**src/rtl/eth_axis_rx_packer.sv**
```systemverilog
// Packs a received Ethernet byte stream into little-endian 32-bit words with a one-cycle output register.
// Optional frame/error statistics counters are built only when ETH_RX_PACK_STATS_EN is defined.
module eth_axis_rx_packer #(
    parameter int CNT_WIDTH = 16
) (
    input  logic                 clk_i,
    input  logic                 rst_i,
    input  logic [7:0]           s_axis_tdata,
    input  logic                 s_axis_tvalid,
    input  logic                 s_axis_tuser,
    input  logic                 s_axis_tlast,
    output logic                 s_axis_tready,
    output logic [31:0]          m_axis_tdata,
    output logic [1:0]           m_axis_byte_count,
    output logic                 m_axis_tvalid,
    output logic                 m_axis_tuser,
    output logic                 m_axis_tlast,
    input  logic                 m_axis_tready,
    output logic [CNT_WIDTH-1:0] frame_cnt_o,
    output logic [CNT_WIDTH-1:0] err_cnt_o
);

    logic [1:0]  idx_reg;
    logic [31:0] acc_data_reg;
    logic        acc_user_reg;

    logic [31:0] m_data_reg;
    logic [1:0]  m_bc_reg;
    logic        m_user_reg;
    logic        m_last_reg;
    logic        m_valid_reg;

    logic        accept;
    logic        complete;
    logic [31:0] word_next;

    // The output register is free or draining this cycle, so a completing byte can always load it.
    assign s_axis_tready = !m_valid_reg | m_axis_tready;
    assign accept        = s_axis_tvalid & s_axis_tready;
    assign complete      = accept & ((idx_reg == 2'd3) | s_axis_tlast);

    // Lanes below idx come from the accumulator, lane idx is the live byte, lanes above are zero.
    genvar gi;
    generate
        for (gi = 0; gi < 4; gi++) begin : g_lane
            localparam logic [1:0] LANE = 2'(gi);
            assign word_next[gi*8 +: 8] = (LANE < idx_reg)  ? acc_data_reg[gi*8 +: 8] :
                                          (LANE == idx_reg) ? s_axis_tdata : 8'h00;
        end
    endgenerate

    always_ff @(posedge clk_i) begin
        if (rst_i) begin
            idx_reg      <= 2'd0;
            acc_data_reg <= 32'd0;
            acc_user_reg <= 1'b0;
            m_data_reg   <= 32'd0;
            m_bc_reg     <= 2'd0;
            m_user_reg   <= 1'b0;
            m_last_reg   <= 1'b0;
            m_valid_reg  <= 1'b0;
        end else begin
            if (m_valid_reg && m_axis_tready) begin
                m_valid_reg <= 1'b0;
            end
            if (complete) begin
                m_data_reg   <= word_next;
                m_bc_reg     <= idx_reg;
                m_user_reg   <= acc_user_reg | s_axis_tuser;
                m_last_reg   <= s_axis_tlast;
                m_valid_reg  <= 1'b1;
                idx_reg      <= 2'd0;
                acc_user_reg <= 1'b0;
            end else if (accept) begin
                acc_data_reg[{idx_reg, 3'b000} +: 8] <= s_axis_tdata;
                acc_user_reg <= acc_user_reg | s_axis_tuser;
                idx_reg      <= idx_reg + 2'd1;
            end
        end
    end

    assign m_axis_tdata      = m_data_reg;
    assign m_axis_byte_count = m_bc_reg;
    assign m_axis_tuser      = m_user_reg;
    assign m_axis_tlast      = m_last_reg;
    assign m_axis_tvalid     = m_valid_reg;

`ifdef ETH_RX_PACK_STATS_EN
    logic [CNT_WIDTH-1:0] frame_cnt_reg;
    logic [CNT_WIDTH-1:0] err_cnt_reg;
    logic                 frame_done;

    assign frame_done = m_valid_reg & m_axis_tready & m_last_reg;

    // Saturating counters: a stuck-at-max count is more useful than a silent wrap.
    always_ff @(posedge clk_i) begin
        if (rst_i) begin
            frame_cnt_reg <= '0;
            err_cnt_reg   <= '0;
        end else if (frame_done) begin
            if (frame_cnt_reg != '1) begin
                frame_cnt_reg <= frame_cnt_reg + CNT_WIDTH'(1);
            end
            if (m_user_reg && (err_cnt_reg != '1)) begin
                err_cnt_reg <= err_cnt_reg + CNT_WIDTH'(1);
            end
        end
    end

    assign frame_cnt_o = frame_cnt_reg;
    assign err_cnt_o   = err_cnt_reg;
`else
    assign frame_cnt_o = '0;
    assign err_cnt_o   = '0;
`endif

endmodule

```
**config.mk**
```make
export PLATFORM = sky130hd
export DESIGN_NAME = eth_axis_rx_packer
export DESIGN_NICKNAME = d
export VERILOG_FILES = /design/src/rtl/eth_axis_rx_packer.sv
export SDC_FILE = /design/constraint.sdc
export NUM_CORES = 1
export LEC_CHECK = 0
export BUFFER_PORTS_ARGS = -buffer_cell sky130_fd_sc_hd__buf_2
export CORE_ASPECT_RATIO = 1.1
export CORE_UTILIZATION = 50
export CTS_BUF_LIST = sky130_fd_sc_hd__clkbuf_16
export DETAILED_ROUTE_END_ITERATION = 10
export HOLD_SLACK_MARGIN = 0.15
export PLACE_DENSITY = 0.78
export SETUP_SLACK_MARGIN = 0.02
export SYNTH_ARGS = -nofsm -noshare
export SYNTH_HDL_FRONTEND = slang
export SYNTH_SLANG_ARGS = --single-unit
```
**constraint.sdc**
```tcl
create_clock -name clk_i -period 2 [get_ports clk_i]
set_input_delay 0.3 -clock clk_i [delete_from_list [all_inputs] [get_ports clk_i]]
set_output_delay 0.3 -clock clk_i [all_outputs]
set_load 0.1 [all_outputs]
```
==> impl_results.md, run 1 <==
* Clk root buf: clkbuf_16
* Vias in the first global route at 2500
* DP HPWL at 5490 µm
* Min Tclk post-route at about 1800 ps
* Routed len/inst at ~16 µm
* Detail Route Antenna Nets at 0
* Total of max-cap violations at 0
* Post-layout util at approximately three fifths
* DRT Pass-1 Iters at 4
* #FFs+latches synth at 64
* Global Route Usage Sum at between 20% and 30%
* Max-slew headroom at the worst pin at between 60% and 70%
* Reg2reg end: acc_data_reg[19]
* WL met2 at 3780 µm
* Crit Reg-Reg Startpoint: idx_reg[1]
* Post-synth EDFFs at 0
* Final Skew at just under 3 ps
* DIE AREA at 0.00680 mm²
* Worst-margin pin slew at around 580 ps
* Leak Pwr at roughly 1.6 nW
* Arrival @ worst endpoint at between 2000 and 2500 ps
* Slew Viols, Final at 0
* WP data required at 2250 ps
* Peak supply drop at around 0.58 mV
* WL met1 at 3270 µm
* Syn_area_per_cell at 9.41 µm²
* Cts bufs inserted at 9
* CTS clk-pin slew, worst paths at around 50 ps
* Status: completed
* Post-Route WL at just under 8000 µm
* ANT cells at 0
* CTS tree: done
* Largest area contributor in the netlist: dfxtp_1
* Clk_lat worst skew at about 330 ps
* FF-to-FF setup slack at 230 ps
* Pwr Density at 1030 mW/mm²
* Setup crit end: acc_data_reg[19]
* Top sig layer: met4
* Final hold vios at 0
* Starting density of the core at a little over half
* Critical path class: flop to flop
* I/O pin count at 84
* Fin Setup TNS at 0 ps
* Peak fanout along the critical path at 8
* Die width at 78.7 µm
* H-tree Lvls at 3
* Final setup fails at 0
* Num Clock Sinks at between 60 and 70
* Port Buffers at 51
* Detailed-route via count at around 2600
* Placer Congestion at around 0.94
* Worst setup margin at 234 ps
* Share of post-route cells with drive strength above 1 at between 20% and 30%
* Largest register FFs at 32
* Drt first-iter violations at 149
* # fillers at approximately 530
* Initial antenna violation count at 0
* Post-synthesis sequential area ratio at roughly 40%
* Synth cell types at approximately 40
* Seq. cell area at about 0.0013 mm²
* Type of origin of the critical path: flop
* Primary FF master, synth: dfxtp_1
* Period utilization at about nine tenths
* CP endpoint kind: flop
* Post-synth top area share at about two fifths
* Async S/R FF share, synth at 0%
* Post-synth top cells: dfxtp_1, nand2_1, buf_4
* CTS resizes at 0
* CP startpoint: idx_reg[1]
* Worst-case reg-to-reg path depth at 5
* Post-Synthesis Cells at about 340
* Largest net degree at the start of global routing at 28
* Vias per cell at 5.53
* DRC at 0
* Area Growth Syn to Fin at 15.2%
* Worst Hold Class: primary input to flop
* Most common cell in the netlist: dfxtp_1
* Area of the core at just over 0.006 mm²
* Chip height at 86.4 µm
* Main area contributors after synthesis: dfxtp_1, mux2i_1, buf_4, a31oi_1, a211oi_1
* Wire length on met3 at approximately 390 µm
* RSZ-0062 raised after global routing: no
* GR Overflow Total at 0
* Highest clock rate at approximately 0.57 GHz
* Final nets at approximately 410
* Area of the multi-input gates at about 0.0017 mm²
* Rows at 30
* First-pass GRT wire length at 12600 µm
* Total design power at approximately 3.8 mW
* YS warnings at 0
* Post-place setup slack at 299 ps
* Clock Path Buffers at 2
* Post-CTS Setup Bufs at 0
* Mapped Area at 0.00324 mm²
* Count of hold-fix buffers inserted at cts at 0
## layer usage
layer / global-route usage (%) / up-vias
li1: - / 1278
met1: 29.8 / 1241
met2: 39.5 / 98
met3: 4.95 / 19
met4: 13.6 / 0
met5: 0 / -
## kinds of logic (layout without fill, tap and decap cells)
kind of cell | count (synthesis) | in the layout | synth area share [%]
other | 1 | 32 | 0.116
AND/OR/NAND/NOR | 91 | 91 | 16.8
buffers and inverters | 63 | 85 | 12.7
adder cells (fa/ha/maj) | 6 | 6 | 2.32
AO/OA/AOI/OAI | 87 | 87 | 18.6
flip-flops | 64 | 64 | 39.6
multiplexers | 32 | 32 | 9.90
## how the worst min path moves through the flow
stage                  endpoint  cells past startpoint        startpoint  slack [ps]
4_1_cts            m_axis_tlast                      3      s_axis_tlast         260
3_5_place_dp    acc_data_reg[9]                      2   acc_data_reg[9]         450
3_3_place_gp   acc_data_reg[11]                      2  acc_data_reg[11]         440
6_report           m_axis_tlast                      3      s_axis_tlast         270
2_1_floorplan  m_axis_tdata[24]                      1   s_axis_tdata[0]         430
5_1_grt            m_axis_tlast                      3      s_axis_tlast         270
## per-stage QoR
| step | area, µm² | hold slack [ps] | std cells |
|---|---|---|---|
| 2_1_floorplan | 3350 | 426 | 375 |
| 3_3_place_gp | 3430 | 440 | 463 |
| 3_5_place_dp | 3430 | 447 | 463 |
| 4_1_cts | 3730 | 264 | 477 |
| 5_1_grt | 3730 | 268 | 477 |
| 6_report | 3730 | 269 | 477 |
## layout by cell type (no fill, tap or decap), drive strengths merged, types with 3 or more instances in the layout
master  count
clkinv      4
nand4       4
and2        8
nor2b       9
dfxtp      64
a22o        8
inv         5
clkbuf      9
and3b       9
a21oi      12
buf        65
a31oi      35
a211oi     25
nand2      48
nor3        3
conb       32
o31ai       3
mux2i      32
ha          6
## cell type report
cell class | instances | share of cell area [%]
Sequential cell | 64 | 34.4
Multi-Input combinational cell | 248 | 44.5
Timing Repair Buffer | 65 | 9.67
Clock inverter | 5 | 1.98
Inverter | 6 | 0.671
Clock buffer | 9 | 6.04
Tap cell | 80 | 2.69
## worst max-delay path: stages (launching register included)
cell and delay [ps]:
dfxtp_1 370, clkinv_1 190, ha_1 410, nor4b_4 430, nand2_1 110, mux2i_1 170
## power breakdown
part	internal [mW]	switching, mW
clock network	1.07	0.526
registers	1.33	0.0256
logic	0.145	0.756
total	2.54	1.31
Note: power is estimated with default switching activity, not from simulation.
==> run 2: changes to the inputs <==
==> constraint.sdc (replaced) <==
create_clock -name clk_i -period 2.24 [get_ports clk_i]
set_input_delay 0.336 -clock clk_i [delete_from_list [all_inputs] [get_ports clk_i]]
set_output_delay 0.336 -clock clk_i [all_outputs]
set_load 0.1 [all_outputs]
==> run 2 against run 1 <==
Net effect:
- fmax decreased by 10%
- clock power is 23% lower
- clock-buffer cell count unchanged
- combinational power is 12% lower
- clock skew up 2.0 ps
- largest cell class unchanged
- worst setup slack better by 39 ps
- cell count decreased by 0.63%
- die area is the same
- power shrank 16%
- flip-flop and latch count is the same
- non-clock buffer count decreased by 5
==> impl_results.md, run 2 (synthesis gave the netlist of run 1 again) <==
* Peak supply drop at just under 0.5 mV
* Clk_lat worst skew at between 300 and 400 ps
* Fin Setup TNS at 0 ps
* WL met1 at ~3300 µm
* CTS clk-pin slew, worst paths at about 50 ps
* Commonest non-fill, non-tap cell in the layout: dfxtp_1
* DRT Pass-1 Iters at 4
* Min Tclk post-route at between 1500 and 2000 ps
* WHS Path Cells at 3
* Hold EP: m_axis_tlast
* Arrival @ worst endpoint at ~2200 ps
* Slew Viols, Final at 0
* Vias in the first global route at 2312
* I/O pin count at between 80 and 90
* Leak Pwr at approximately 1.6 nW
* Rows at 30
* Wire length on met3 at between 200 and 300 µm
* Highest clock rate at between 0.5 and 0.6 GHz
* Port Buffers at 51
* Worst-margin pin slew at 557 ps
* DRC at 0
* Global Route Usage Sum at about 23%
* DIE AREA at 0.00680 mm²
* Area of the core at approximately 0.0062 mm²
* Area Growth Syn to Fin at 12.9%
* Largest net degree at the start of global routing at 37
* Post-layout util at between 50% and 60%
* Count of hold-fix buffers inserted at cts at 0
* Drt first-iter violations at ~160
* Placer Congestion at around 0.89
* Initial antenna violation count at 0
* RSZ-0062 raised after global routing: no
* Type of origin of the critical path: flop
* Worst-case reg-to-reg path depth at 5
* Top sig layer: met4
* Critical path class: flop to flop
* H-tree Lvls at 3
* WL met2 at between 3000 and 4000 µm
* Routed len/inst at approximately 16 µm
* WP data required at 2490 ps
* Reg2reg end: acc_data_reg[3]
* CTS resizes at 0
* CTS tree: done
* Post-Route WL at roughly 7500 µm
* Worst hold start: s_axis_tlast
* Chip height at around 86 µm
* Max-slew headroom at the worst pin at 62.6%
* Cts bufs inserted at 9
* Period utilization at ~88%
* ANT cells at 0
* Total design power at 3.23 mW
* Detail Route Antenna Nets at 0
* Final Skew at around 4.9 ps
* FF-to-FF setup slack at ~270 ps
* Die width at ~80 µm
* Final setup fails at 0
* Worst Hold Class: primary input to flop
* DP HPWL at roughly 5400 µm
* Most frequent cells in the layout: dfxtp_1, buf_2, nand2_1
* Peak fanout along the critical path at 14
* Largest register FFs at 32
* CP endpoint kind: flop
* Num Clock Sinks at 64
* # fillers at about 560
* Share of post-route cells with drive strength above 1 at 21.8%
* Vias per cell at roughly 5.5
* Clk root buf: clkbuf_16
* Pwr Density at approximately 880 mW/mm²
* Final hold vios at 0
* Crit Reg-Reg Startpoint: idx_reg[1]
* Starting density of the core at between 50% and 60%
* Total of max-cap violations at 0
* Detailed-route via count at approximately 2600
* Final nets at approximately 400
* First-pass GRT wire length at approximately 12000 µm
* Post-CTS Setup Bufs at 0
* Clock Path Buffers at 2
* Status: completed
* GR Overflow Total at 0
## run 2: worst max-delay path by stage
stage | startpoint | end | cells past startpoint | slack (ps)
after global placement | idx_reg[1] | acc_data_reg[5] | 5 | 400
after detailed placement | idx_reg[1] | acc_data_reg[23] | 5 | 360
after global routing | idx_reg[1] | acc_data_reg[21] | 5 | 70
final | idx_reg[1] | acc_data_reg[3] | 5 | 270
after floorplan | m_axis_tvalid | m_axis_tdata[21] | 6 | 160
after CTS | m_axis_tvalid | s_axis_tready | 3 | 300
## run 2: where the power goes
| group | switching, mW | total, mW | internal [mW] |
|---|---|---|---|
| clock network | 0.491 | 1.23 | 0.736 |
| logic | 0.666 | 0.790 | 0.125 |
| registers | 0.0275 | 1.21 | 1.18 |
| total | 1.18 | 3.23 | 2.04 |
## run 2: worst max-delay path: stages, from the launching register on
cell and delay, ps:
dfxtp_1 550, clkinv_1 230, ha_1 380, nor3b_2 470
nand2_1 100, mux2i_1 150
## run 2: layout make-up
class                   count  area [µm²]  area share [%]
inverters                   6        25.0           0.685
repair buffers             60         323            8.83
clock buffers               9         225            6.16
flip-flops and latches     64        1280            35.1
well taps                  80         100            2.74
multi-input cells         248        1660            45.4
clock inverters             7        40.0            1.10
## run 2: through the flow
step | std cells | hold slack, ps | instance area [µm²] | setup WS, ps
after floorplan | 375 | 433 | 3350 | 164
after global placement | 458 | 443 | 3390 | 401
after detailed placement | 458 | 448 | 3390 | 355
after CTS | 474 | 300 | 3650 | 295
after global routing | 474 | 304 | 3650 | 72.5
final | 474 | 301 | 3650 | 273
## run 2: per-layer routing
layer | track usage [%] | up-vias
met5 | 0 | -
met4 | 12.3 | 0
met3 | 3.79 | 17
met2 | 36.6 | 82
met1 | 29.0 | 1225
li1 | - | 1277
